### src/rtl/iso_seq_pkg.sv
// -----------------------------------------------------------------------------
// iso_seq_pkg
// Shared definitions for the ISO7816-3 card-side ATR sequencer:
//   - state_t             : sequencer FSM states
//   - TX_RUN..BUFFER_FULL : bit positions inside the UART status byte
//   - DEFAULT_ATR_DELAY   : clocks from reset release to the first ATR write
// -----------------------------------------------------------------------------
package iso_seq_pkg;

   localparam int DEFAULT_ATR_DELAY = 400;

   // UART status byte layout, MSB first
   localparam int TX_RUN        = 7;
   localparam int TX_PENDING    = 6;
   localparam int RX_RUN        = 5;
   localparam int RX_START_BIT  = 4;
   localparam int IS_TX         = 3;
   localparam int OVERRUN_ERROR = 2;
   localparam int FRAME_ERROR   = 1;
   localparam int BUFFER_FULL   = 0;

   typedef enum logic [2:0] {
      ST_DELAY    = 3'd0,
      ST_LOAD     = 3'd1,
      ST_SETTLE   = 3'd2,
      ST_WAIT_TX  = 3'd3,
      ST_FLUSH    = 3'd4,
      ST_RX_IDLE  = 3'd5,
      ST_READ     = 3'd6,
      ST_RX_CLEAR = 3'd7
   } state_t;

endpackage

### src/rtl/card_atr_sequencer_if.sv
// -----------------------------------------------------------------------------
// card_atr_sequencer_if
// Bundles every non-clock signal of the ATR sequencer.
//   ATR source : atrLen (5b), atrIndex (log2 ATR_MAX), atrByte (8b)
//   UART side  : uartDataIn, uartNWeDataIn, uartNCsDataOut, uartNCsStatusOut,
//                uartStatus, uartDataOut
//   Upstream   : rxData, rxValid, rxError, atrDone, busy
// modport master : the sequencer
// modport slave  : the card model / UART side
// -----------------------------------------------------------------------------
interface card_atr_sequencer_if #(
   parameter int ATR_MAX = 16
);
   localparam int IW = $clog2(ATR_MAX);

   logic [4:0]    atrLen;
   logic [IW-1:0] atrIndex;
   logic [7:0]    atrByte;
   logic [7:0]    uartDataIn;
   logic          uartNWeDataIn;
   logic          uartNCsDataOut;
   logic          uartNCsStatusOut;
   logic [7:0]    uartStatus;
   logic [7:0]    uartDataOut;
   logic [7:0]    rxData;
   logic          rxValid;
   logic          rxError;
   logic          atrDone;
   logic          busy;

   modport master (
      input  atrLen, atrByte, uartStatus, uartDataOut,
      output atrIndex, uartDataIn, uartNWeDataIn, uartNCsDataOut,
             uartNCsStatusOut, rxData, rxValid, rxError, atrDone, busy
   );

   modport slave (
      output atrLen, atrByte, uartStatus, uartDataOut,
      input  atrIndex, uartDataIn, uartNWeDataIn, uartNCsDataOut,
             uartNCsStatusOut, rxData, rxValid, rxError, atrDone, busy
   );

endinterface

### src/rtl/iso_seq_timer.sv
// -----------------------------------------------------------------------------
// iso_seq_timer
// One-shot loadable down-counter. The first cycle i_start is seen, i_value is
// loaded; the count then runs down to zero and o_done stays high until reset.
//   clk     in  clock
//   reset   in  asynchronous active-high reset
//   i_start in  arm request (only the first one after reset loads)
//   i_value in  WIDTH  load value
//   o_done  out armed and count reached zero
// -----------------------------------------------------------------------------
module iso_seq_timer #(
   parameter int WIDTH = 16
) (
   input  logic             clk,
   input  logic             reset,
   input  logic             i_start,
   input  logic [WIDTH-1:0] i_value,
   output logic             o_done
);

   logic [WIDTH-1:0] r_count;
   logic             r_armed;

   // NOTE: sequential state uses non-blocking assignments so every flop
   // samples pre-edge values regardless of statement order.
   always_ff @(posedge clk or posedge reset) begin
      if (reset) begin
         r_count <= '0;
         r_armed <= 1'b0;
      end else if (i_start && !r_armed) begin
         r_count <= i_value;
         r_armed <= 1'b1;
      end else if (r_count != '0) begin
         r_count <= r_count - WIDTH'(1);
      end
   end

   assign o_done = r_armed && (r_count == '0);

endmodule

### src/rtl/card_atr_sequencer.sv
// -----------------------------------------------------------------------------
// card_atr_sequencer
// Card-side controller for the half-duplex ISO7816-3 UART. After reset it
// waits ATR_DELAY clocks, streams atrLen (clamped to ATR_MAX) ATR bytes into
// the UART, waits for the line to go idle, then services received bytes.
//   clk   in  card clock (also clocks the UART)
//   reset in  asynchronous active-high reset
//   bus   master modport of card_atr_sequencer_if (ATR source, UART
//         strobes/status, rxData/rxValid/rxError, atrDone, busy)
// All outputs are registered.
// -----------------------------------------------------------------------------
module card_atr_sequencer
   import iso_seq_pkg::*;
#(
   parameter int ATR_DELAY = DEFAULT_ATR_DELAY,
   parameter int ATR_MAX   = 16
) (
   input  logic                   clk,
   input  logic                   reset,
   card_atr_sequencer_if.master   bus
);

   localparam int          IW         = $clog2(ATR_MAX);
   localparam logic [4:0]  LEN_MAX    = 5'(ATR_MAX);
   // Timer arms on the first DELAY cycle, so it is loaded one short to put the
   // first write strobe in clock ATR_DELAY+1.
   localparam logic [15:0] DELAY_LOAD = 16'((ATR_DELAY > 0) ? ATR_DELAY - 1 : 0);

   state_t        r_state;
   logic [4:0]    r_len;
   logic [IW-1:0] r_index;
   logic          r_last;
   logic [7:0]    r_data_in;
   logic          r_nwe;
   logic          r_ncs_data;
   logic          r_ncs_status;
   logic [7:0]    r_rx_data;
   logic          r_rx_valid;
   logic          r_rx_error;
   logic          r_atr_done;
   logic          r_busy;

   logic          w_delay_done;
   logic [4:0]    w_len_clamped;
   logic          w_rx_phase;
   logic          w_line_error;
   logic          w_tx_idle;

   iso_seq_timer #(.WIDTH(16)) u_delay (
      .clk     (clk),
      .reset   (reset),
      .i_start (r_state == ST_DELAY),
      .i_value (DELAY_LOAD),
      .o_done  (w_delay_done)
   );

   assign w_len_clamped = (bus.atrLen > LEN_MAX) ? LEN_MAX : bus.atrLen;
   assign w_rx_phase    = r_state inside {ST_RX_IDLE, ST_READ, ST_RX_CLEAR};
   assign w_line_error  = bus.uartStatus[OVERRUN_ERROR] | bus.uartStatus[FRAME_ERROR];
   assign w_tx_idle     = !bus.uartStatus[TX_RUN] && !bus.uartStatus[IS_TX];

   always_ff @(posedge clk or posedge reset) begin
      if (reset) begin
         r_state      <= ST_DELAY;
         r_len        <= '0;
         r_index      <= '0;
         r_last       <= 1'b0;
         r_data_in    <= '0;
         r_nwe        <= 1'b1;
         r_ncs_data   <= 1'b1;
         r_ncs_status <= 1'b1;
         r_rx_data    <= '0;
         r_rx_valid   <= 1'b0;
         r_rx_error   <= 1'b0;
         r_atr_done   <= 1'b0;
         r_busy       <= 1'b1;
      end else begin
         // NOTE: defaults first, so strobes and rxValid are single-cycle
         // pulses and only the states that assert them override.
         r_ncs_status <= 1'b0;
         r_nwe        <= 1'b1;
         r_ncs_data   <= 1'b1;
         r_rx_valid   <= 1'b0;

         if (w_rx_phase && w_line_error) begin
            r_rx_error <= 1'b1;
         end

         case (r_state)
            ST_DELAY: begin
               if (w_delay_done) begin
                  r_len <= w_len_clamped;
                  if (w_len_clamped == '0) begin
                     r_state <= ST_FLUSH;
                  end else begin
                     r_state   <= ST_LOAD;
                     r_nwe     <= 1'b0;
                     r_data_in <= bus.atrByte;
                  end
               end
            end

            // The index advances on leaving LOAD rather than WAIT_TX so that
            // atrByte already reflects the next byte when WAIT_TX registers it
            // into uartDataIn. The last byte leaves the index at length-1.
            ST_LOAD: begin
               r_state <= ST_SETTLE;
               if (5'(r_index) == r_len - 5'd1) begin
                  r_last <= 1'b1;
               end else begin
                  r_index <= r_index + IW'(1);
               end
            end

            ST_SETTLE: begin
               r_state <= ST_WAIT_TX;
            end

            ST_WAIT_TX: begin
               if (!bus.uartStatus[TX_PENDING]) begin
                  if (r_last) begin
                     r_state <= ST_FLUSH;
                  end else begin
                     r_state   <= ST_LOAD;
                     r_nwe     <= 1'b0;
                     r_data_in <= bus.atrByte;
                  end
               end
            end

            ST_FLUSH: begin
               if (w_tx_idle) begin
                  r_atr_done <= 1'b1;
                  r_busy     <= 1'b0;
                  r_state    <= ST_RX_IDLE;
               end
            end

            ST_RX_IDLE: begin
               if (bus.uartStatus[BUFFER_FULL]) begin
                  r_ncs_data <= 1'b0;
                  r_busy     <= 1'b1;
                  r_state    <= ST_READ;
               end
            end

            ST_READ: begin
               r_rx_data  <= bus.uartDataOut;
               r_rx_valid <= 1'b1;
               r_state    <= ST_RX_CLEAR;
            end

            ST_RX_CLEAR: begin
               // Hold here until the UART drops bufferFull so one byte is
               // never read twice.
               if (!bus.uartStatus[BUFFER_FULL]) begin
                  r_busy  <= 1'b0;
                  r_state <= ST_RX_IDLE;
               end
            end

            default: begin
               r_state <= ST_DELAY;
            end
         endcase
      end
   end

   assign bus.atrIndex         = r_index;
   assign bus.uartDataIn       = r_data_in;
   assign bus.uartNWeDataIn    = r_nwe;
   assign bus.uartNCsDataOut   = r_ncs_data;
   assign bus.uartNCsStatusOut = r_ncs_status;
   assign bus.rxData           = r_rx_data;
   assign bus.rxValid          = r_rx_valid;
   assign bus.rxError          = r_rx_error;
   assign bus.atrDone          = r_atr_done;
   assign bus.busy             = r_busy;

endmodule

### src/flat_wrapper.sv
// flat-port wrapper written by rule: the top's interface ports become plain ports
module card_atr_sequencer_flat import iso_seq_pkg::*;
#(
   parameter int ATR_DELAY = DEFAULT_ATR_DELAY,
   parameter int ATR_MAX   = 16
)
  (clk, reset, bus_atrLen, bus_atrByte, bus_uartStatus, bus_uartDataOut, bus_atrIndex, bus_uartDataIn, bus_uartNWeDataIn, bus_uartNCsDataOut, bus_uartNCsStatusOut, bus_rxData, bus_rxValid, bus_rxError, bus_atrDone, bus_busy);
  card_atr_sequencer_if #(.ATR_MAX(ATR_MAX)) bus_i ();
  input  logic clk;
  input  logic reset;
  input wire logic [$bits(bus_i.atrLen)-1:0] bus_atrLen;
  input wire logic [$bits(bus_i.atrByte)-1:0] bus_atrByte;
  input wire logic [$bits(bus_i.uartStatus)-1:0] bus_uartStatus;
  input wire logic [$bits(bus_i.uartDataOut)-1:0] bus_uartDataOut;
  output wire logic [$bits(bus_i.atrIndex)-1:0] bus_atrIndex;
  output wire logic [$bits(bus_i.uartDataIn)-1:0] bus_uartDataIn;
  output wire logic [$bits(bus_i.uartNWeDataIn)-1:0] bus_uartNWeDataIn;
  output wire logic [$bits(bus_i.uartNCsDataOut)-1:0] bus_uartNCsDataOut;
  output wire logic [$bits(bus_i.uartNCsStatusOut)-1:0] bus_uartNCsStatusOut;
  output wire logic [$bits(bus_i.rxData)-1:0] bus_rxData;
  output wire logic [$bits(bus_i.rxValid)-1:0] bus_rxValid;
  output wire logic [$bits(bus_i.rxError)-1:0] bus_rxError;
  output wire logic [$bits(bus_i.atrDone)-1:0] bus_atrDone;
  output wire logic [$bits(bus_i.busy)-1:0] bus_busy;
  assign bus_i.atrLen = bus_atrLen;
  assign bus_i.atrByte = bus_atrByte;
  assign bus_i.uartStatus = bus_uartStatus;
  assign bus_i.uartDataOut = bus_uartDataOut;
  assign bus_atrIndex = bus_i.atrIndex;
  assign bus_uartDataIn = bus_i.uartDataIn;
  assign bus_uartNWeDataIn = bus_i.uartNWeDataIn;
  assign bus_uartNCsDataOut = bus_i.uartNCsDataOut;
  assign bus_uartNCsStatusOut = bus_i.uartNCsStatusOut;
  assign bus_rxData = bus_i.rxData;
  assign bus_rxValid = bus_i.rxValid;
  assign bus_rxError = bus_i.rxError;
  assign bus_atrDone = bus_i.atrDone;
  assign bus_busy = bus_i.busy;
  card_atr_sequencer #(.ATR_DELAY(ATR_DELAY), .ATR_MAX(ATR_MAX)) u_core (.clk(clk), .reset(reset), .bus(bus_i));
endmodule
### config.mk
export PLATFORM = sky130hd
export DESIGN_NAME = card_atr_sequencer_flat
export DESIGN_NICKNAME = d
export VERILOG_FILES = /design/src/rtl/iso_seq_pkg.sv /design/src/rtl/card_atr_sequencer_if.sv /design/src/rtl/iso_seq_timer.sv /design/src/rtl/card_atr_sequencer.sv /design/src/flat_wrapper.sv
export SDC_FILE = /design/constraint.sdc
export NUM_CORES = 1
export LEC_CHECK = 0
export CAP_MARGIN = 40
export CELL_PAD_IN_SITES_DETAIL_PLACEMENT = 0
export CELL_PAD_IN_SITES_GLOBAL_PLACEMENT = 1
export CORE_MARGIN = 2
export CORE_UTILIZATION = 41
export DETAILED_ROUTE_END_ITERATION = 10
export GPL_ROUTABILITY_DRIVEN = 0
export GPL_TIMING_DRIVEN = 0
export PLACE_DENSITY = 0.81
export SLEW_MARGIN = 10
export SYNTH_ARGS = -nofsm -noshare
export SYNTH_HDL_FRONTEND = slang
export SYNTH_SLANG_ARGS = --single-unit
export TNS_END_PERCENT = 10
### constraint.sdc
create_clock -name clk -period 5.75 [get_ports clk]
set_clock_uncertainty 0.15 [all_clocks]
set_input_delay 0.8625 -clock clk [delete_from_list [all_inputs] [get_ports clk]]
set_output_delay 0.8625 -clock clk [all_outputs]
set_load 0.02 [all_outputs]
[After elaboration in Yosys (flattened, before gate mapping)]
Index checks and enable logic that the tools add are counted.
Operators by class
  add/sub/neg operators: 3
  magnitude comparators: 1
  equal/unequal tests: 15
  muxes and demuxes: 28
  bitwise operators: 2
  reductions and logical operators: 22
Operator list (count)
  $mux 16: 2
  $mux 8: 4
  $pmux 3 s8: 1
  $mux 3: 7
  $logic_not 16->1: 1
  $pmux 8 s2: 1
  $reduce_bool 16->1: 1
  $sub 16x1->16 const B: 1
  $eq 3x3->1 const B: 4
  $mux 1: 10
  $ne 2x2->1 const B: 5
  $reduce_and 5->1: 2
  $reduce_and 2->1: 4
  $eq 3x2->1 const B: 2
  $reduce_bool 3->1: 2
  $eq 4x5->1: 1
  $gt 5x5->1 const B: 1
  $logic_not 5->1: 1
  $mux 5: 1
  $sub 5x1->5 const B: 1
  $add 4x1->4 const B: 1
  $logic_and 1x1->1: 4
  $ne 2x1->1 const B: 2
  $reduce_and 4->1: 1
  8 further kinds: 11
Storage, ports and cells
  register bits after elaboration: 53
  input bits: 31
  output and inout port bits: 27
  word-level logic and storage cells: 86

[Depth between registers and ports, before layout]
Gate-level depths: netlist (run 1).
  depth in word-level cells: 6
  depth in mapped cells: 7

[Hierarchy]
From an unflattened synthesis (run 1), not the netlist that was laid out.
Unflattened totals
  cells, all modules: 268
  area, all modules: 2742.6 sq um
Modules (own cells, without submodules)
  card_atr_sequencer: instances 1, cells each 159, area each 1770.4 sq um, seq. area each 905.9 sq um
  iso_seq_timer: instances 1, cells each 109, area each 972.2 sq um, seq. area each 425.4 sq um

[Worst setup path before layout (run 1)]
No wires, ideal clock.
  kind: input-to-reg
  from: input bus_atrLen[1]
  to: register u_core.r_data_in[0], in the netlist u_core.bus.uartDataIn[0]
  arrival: 2110 ps
  slack: 3365 ps
  stages on the path: 5
  buffers on the path: 0
  path through: or4_1 nor2_1 o22ai_1 nand2_2 mux2_2
On the way
  word-level cells in the longest chain between the ends: 5
Ends and longest elaborated chain
  start, declared: RTL line flat_wrapper.sv:11  | input wire logic [$bits(bus_i.atrLen)-1:0] bus_atrLen;
  $gt 5x5->1: RTL line card_atr_sequencer.sv:57  | assign w_len_clamped = (bus.atrLen > LEN_MAX) ? LEN_MAX : bus.atrLen;
  $mux 5 *: RTL line card_atr_sequencer.sv:57
  $logic_not 5->1 *: RTL line card_atr_sequencer.sv:93  | if (w_len_clamped == '0) begin
  $ne 2x2->1 (no source line) *
  $reduce_and 5->1 (no source line) *
  end signal, assigned: RTL line card_atr_sequencer.sv:98  | r_data_in <= bus.atrByte;
  end signal, assigned: RTL line card_atr_sequencer.sv:126  | r_data_in <= bus.atrByte;
  end, declared: RTL line card_atr_sequencer.sv:33  | logic [7:0] r_data_in;
Mark *: on every way between the ends. The rest lies on a longest branch, timed or not.
A chain may end at the register's enable or synchronous reset.

[Final worst setup path (run 1)]
  from: input bus_atrLen[1]
  to: register u_core.r_data_in[5], in the netlist u_core.bus.uartDataIn[5]
Same word-level chain as after synthesis.

==> results of run 1 <==
-- area by class of cell --
cell class                 count  area [um^2]  share of cell area
sequential                    53         1330               0.398
clock inverter                 3         50.0              0.0149
buffer                         5         26.3             0.00785
inverter                      10         37.5              0.0112
timing repair buffer          56          571               0.170
multi-input combinational    181         1170               0.349
tap                           75         93.8              0.0280
clock buffer                   5         68.8              0.0206
-- per-stage QoR --
step                instance area [um^2]  hold WS, ns  cells  setup slack, ns
finish                              3350        0.325    388             3.08
global route                        3350        0.358    388             2.98
CTS                                 3350        0.330    388             3.08
detailed placement                  3230        0.307    380             2.75
global placement                    3210        0.301    379             2.42
floorplan                           2560        0.321    249             3.37
-- worst max-delay path by stage --
stage                              from                  endpoint  slack, ns  cells past startpoint
final                     bus_atrLen[1]  u_core.bus.uartDataIn[5]       3.08                      6
after global placement            reset           u_core.r_len[2]       2.42                      2
after global routing      bus_atrLen[1]  u_core.bus.uartDataIn[5]       2.98                      6
after floorplan           bus_atrLen[1]  u_core.bus.uartDataIn[0]       3.37                      5
after CTS                 bus_atrLen[1]  u_core.bus.uartDataIn[5]       3.08                      6
after detailed placement  bus_atrLen[1]  u_core.bus.uartDataIn[2]       2.75                      6
-- registers in the layout, indices dropped and copies added (netlist names), 3 cells and up --
signal,flops
u_core.bus.rxData,8
u_core.r_state,3
u_core.bus.atrIndex,4
u_core.r_len,5
u_core.u_delay.r_count,16
u_core.bus.uartDataIn,8
-- worst reg2reg max path: cells and delay by family, from the launching register on --
family,cells,cell delay (ns)
simple gates,3,0.71
flops,1,0.45
buf+inv,1,0.30
compound gates,1,0.28
xor+xnor,1,0.17
-- layer usage --
metal | GRT usage | wire, um
met1 | 0.220 | 2530
met2 | 0.223 | 2190
met3 | 0.0477 | 283
met4 | 0.0447 | 40
met5 | 0 | 0
-- synthesized netlist by cell type, types with 5 or more instances --
master,count
mux2_2,12
nor3_1,7
o21ai_0,13
inv_1,9
nand3_1,8
xnor2_1,5
nand3b_1,5
xor2_1,13
nor2_1,23
nand2_1,39
a21oi_1,9
dfrtp_1,49
-- kinds of logic (layout without fill, tap and decap cells) --
| family | after synthesis | in the layout | share of synthesized area |
|---|---|---|---|
| xor+xnor | 18 | 18 | 0.0615 |
| mux | 13 | 13 | 0.0566 |
| compound gates | 37 | 37 | 0.0888 |
| fa+ha+maj | 4 | 4 | 0.0195 |
| buf+inv | 15 | 79 | 0.0249 |
| simple gates | 108 | 108 | 0.228 |
| other cells | 1 | 1 | 0.00146 |
| flops | 53 | 53 | 0.519 |
-- power breakdown --
| group | total [mW] | switching (mW) | internal [mW] |
|---|---|---|---|
| Clock | 0.263 | 0.129 | 0.134 |
| Sequential | 0.670 | 0.139 | 0.530 |
| Combinational | 0.728 | 0.367 | 0.361 |
| Total | 1.66 | 0.635 | 1.03 |
-- placed cells by master (no fill, tap or decap), drive strengths merged, types with 9 or more instances in the layout --
| cell | count |
|---|---|
| mux2 | 12 |
| nor2 | 24 |
| inv | 10 |
| a21oi | 9 |
| o21ai | 15 |
| clkdlybuf4s50 | 55 |
| dfrtp | 49 |
| nand2 | 41 |
| clkbuf | 9 |
| xor2 | 13 |
==> flow_summary.ini, run 1 <==
[run_status]
run_status = complete, no violations

[floorplanning]
core_mm2 = 0.00599
die-height_um = 83.1
rows = 28
initial_core_util = 0.428
die-width_um = 83.1
dieArea_mm2 = 0.00690
io_pins = 58

[worst_hold_path]
min_path_type = register to register
hold_end = u_core.bus.atrDone
worst_hold_startpoint = u_core.bus.atrDone
min_path_cells = 1

[critical_path]
required_ns = 5.79
crit_fanout = 9
crit_path_cell_trace = clkdlybuf4s50_1 > or4_1 > nor2_1 > o22ai_1 > nand2_2 > mux2_2
slowest_delay_ns = 0.53
worstPathArrival_ns = 2.71
rr_worst_depth = 6
critPathKind = primary input to register
rr_endpoint = u_core.u_delay.r_count[5]
critPathSlowestCell = or4_1
worstSetupEndpointType = register
crit_path_start_kind = primary input
r2r_setup_slack_ns = 3.56
r2r_start = u_core.u_delay.r_count[10]
path_buf_inv = 1
crit_family = simple AND/OR/NAND/NOR gates

[cts]
htree_levels = 2
cts_tree = done
clockBufferDepth = 2
cts_buffers = 5
cts.sinks = 53
root_buffer = clkbuf_8
post-cts-setup-buffers = 0
ctsResizeCount = 0
clk_pin_slew_ns = 0.09
insertion_delay_ns = 0.31
ctsHoldBuffers = 0

[global_route]
grt_max_degree = 29
grt_pass1_wl_um = 8730
grt.total_usage = 0.153
grt-ovfl-total = 0
antenna_found_initial = 0
first_global_vias = 1876

[pwr]
powerDensity_mw_per_mm2 = 496
p_leak_nw = 1.46
p_total_mw = 1.66
ir_drop_uv = 298

[route]
routed_wl_um = 5040
first_iter_violations = 107
wire_per_inst_um = 13.0
antenna_left = 0
first_pass_iters = 4
post-route-drc-count = 0
vias = 1919
viasPerCell = 4.95

[synth]
ys_dominant_reg_cell = dfrtp_1
synth.area.top_cells = dfrtp_1, nand2_1, mux2_2
synthCells = 249
ys_types = 47
yosys.area.top_type = dfrtp_1
async_flop_share = 1.00
yosysWarnings = 0
synth_seq_cells = 53
synth_area_per_cell_um2 = 10.3
seq_area_frac_synth = 0.519
synth_top_area_share = 0.478
synth_fp_nets = 284
synth_edf_count = 0
syn-cell-area_mm2 = 0.00256

[layout]
drive_above_1_share = 0.128
antenna_cells = 0
nNetsFinal = 347
final_util = 0.559
fill_cells = 536
area_growth_pct = 30.5

[job]
drv_cap = 0

[timing]
hold_viol = 0
period_needed_ns = 2.67
fmax_mhz = 375
finalCritPeriodShare = 0.464
grt_setup_unrepaired = no
slew_viol_final = 0
tns_ns = 0
maxSlewHeadroom = 0.524
worst_pin_slew_ns = 0.711
setup-violations-final = 0

[place]
dp_hpwl_um = 3690
numPortBuffers = 55
Power figures use the tool's default switching activity.
==> run 2: changes to the inputs <==
--- a/config.mk
+++ b/config.mk
@@ -9,11 +9,11 @@
 export CELL_PAD_IN_SITES_DETAIL_PLACEMENT = 0
 export CELL_PAD_IN_SITES_GLOBAL_PLACEMENT = 1
 export CORE_MARGIN = 2
-export CORE_UTILIZATION = 41
+export CORE_UTILIZATION = 35
 export DETAILED_ROUTE_END_ITERATION = 10
 export GPL_ROUTABILITY_DRIVEN = 0
 export GPL_TIMING_DRIVEN = 0
-export PLACE_DENSITY = 0.81
+export PLACE_DENSITY = 0.73
 export SLEW_MARGIN = 10
 export SYNTH_ARGS = -nofsm -noshare
 export SYNTH_HDL_FRONTEND = slang
==> constraint.sdc (replaced) <==
create_clock -name clk -period 2.35 [get_ports clk]
set_clock_uncertainty 0.15 [all_clocks]
set_input_delay 0.3525 -clock clk [delete_from_list [all_inputs] [get_ports clk]]
set_output_delay 0.3525 -clock clk [all_outputs]
set_load 0.02 [all_outputs]
==> run 2 against run 1 <==
Register-to-register slack got worse by 3.4 ns. Non-clock buffer count unchanged. Total power rose by 140%. Core utilization shrank 9.1 points. First-iteration DRC count up 24%. Critical endpoint unchanged. Critical path depth stayed put. Worst hold slack got worse by 0.14 ns. Cell count increased by 6.2%. Sequential share of layout area is 0.15 points lower. Die area up 16%.
==> flow_summary.ini, run 2 (synthesized netlist as in run 1, its figures left out) <==
[timing]
period_needed_ns = 2.20
slew_viol_final = 0
fmax_mhz = 455
tns_ns = 0
hold_viol = 0
whs_ns = 0.181
maxSlewHeadroom = 0.535
worst_pin_slew_ns = 0.694
grt_setup_unrepaired = no
setup-violations-final = 0
finalCritPeriodShare = 0.934

[layout]
largest_register_ffs = 16
antenna_cells = 0
layout.cells.non_filler = 412
finish.instance_area_mm2 = 0.00336
area_growth_pct = 31.0
final_cell_mix = clkdlybuf4s50_1, dfrtp_1, nand2_1
nNetsFinal = 347
largest-register = u_core.u_delay.r_count
drive_above_1_share = 0.134
final_common_cell = clkdlybuf4s50_1

[cts]
clk_pin_slew_ns = 0.11
cts_buffers = 5
cts_tree = done
insertion_delay_ns = 0.32
ctsHoldBuffers = 0
htree_levels = 2
clockBufferDepth = 2
cts.sinks = 53
root_buffer = clkbuf_8

[pwr]
powerDensity_mw_per_mm2 = 1190
pwr-share-clk = 0.141
p_leak_nw = 1.45
internal_power_mw = 2.41
power_frac_comb = 0.446
p_sw_mw = 1.59
p_sw_frac = 0.398
seqPwrFrac = 0.413
ir_drop_uv = 609

[critical_path]
worstPathArrival_ns = 2.26
r2r_setup_slack_ns = 0.18
crit_path_start_kind = primary input
required_ns = 2.41
critPathKind = primary input to register
worstSetupEndpointType = register
crit_fanout = 9

[place]
dpl.cell_count = 404
numPortBuffers = 55
dp_hpwl_um = 3810
detailed_place.area_mm2 = 0.00326

[global_route]
grt_pass1_wl_um = 9000
grt.total_usage = 0.144
first_global_vias = 1903
antenna_found_initial = 0
grt_max_degree = 36
grt-ovfl-total = 0

[floorplanning]
die-width_um = 89.6
die-height_um = 89.6
core_mm2 = 0.00718
io_pins = 58
rows = 31
initial_core_util = 0.357
dieArea_mm2 = 0.00803

[route]
wire_per_inst_um = 12.9
vias = 1966
first_iter_violations = 133
routed_wl_um = 5340
viasPerCell = 4.77
antenna_left = 0
post-route-drc-count = 0
first_pass_iters = 4

[run_status]
run_status = complete, no violations

[worst_hold_path]
min_path_type = primary input to asynchronous set/reset pin

[job]
drv_cap = 0
run 2: cell count changes in the layout (fill, tap and decap cells not counted), sizes merged:
cell,before,now
inv,10,11
bufinv,1,0
run 2: through the flow:
stage,total power [mW],worst slack [ns],util
global placement,3.43,-0.523,0.451
global route,4.32,0.00864,0.468
detailed placement,3.46,-0.186,0.454
floorplan,2.76,0.392,-
finish,3.99,0.154,0.468
CTS,4.04,0.121,0.468
run 2: worst paths after layout:
check / start / to / depth (start not counted)
setup reg to reg: u_core.u_delay.r_count[14] / u_core.bus.uartDataIn[5] / 5
hold / removal: reset / u_core.bus.uartDataIn[1] / 2
min in group clk: u_core.bus.atrDone / u_core.bus.atrDone / 1
setup / recovery: bus_atrLen[1] / u_core.bus.uartDataIn[5] / 6
hold reg to reg: u_core.bus.atrDone / u_core.bus.atrDone / 1
max in group asynchronous: reset / u_core.bus.uartNCsStatusOut / 3
run 2: timing repair:
action / 4_1_cts / 5_1_grt
resized for setup: 0 / 3
buffers inserted: 0 / 0
endpoints found under the setup margin: 0 / 4
hold endpoints to repair: 0 / 0
run 2: layout make-up:
cell class / count / area (um^2)
clock inverters: 3 / 28.8
inverters: 10 / 37.5
plain buffers: 5 / 27.5
repair buffers: 56 / 571
well taps: 99 / 124
fillers: 694 / 3810
flip-flops and latches: 53 / 1330
clock buffers: 5 / 68.8
multi-input cells: 181 / 1170
run 2: power groups by stage:
stage                     combinational, mW  clock [mW]  sequential, mW
after floorplan                       0.904           0            1.86
after detailed placement               1.80           0            1.66
after CTS                              1.81       0.582            1.65
after global placement                 1.78           0            1.65
after global routing                   1.99       0.618            1.71
final                                  1.78       0.562            1.65
run 2: per-layer routing:
metal,track usage,wire [um]
met4,0.0448,69
met5,0,0
met3,0.0411,307
met2,0.218,2380
met1,0.201,2580
run 2: critical path, cell delays in order:
cell	delay, ns
clkdlybuf4s50_1	0.42
or4_1	0.53
nor2_1	0.26
o22ai_1	0.14
nand2_2	0.20
mux2_2	0.36
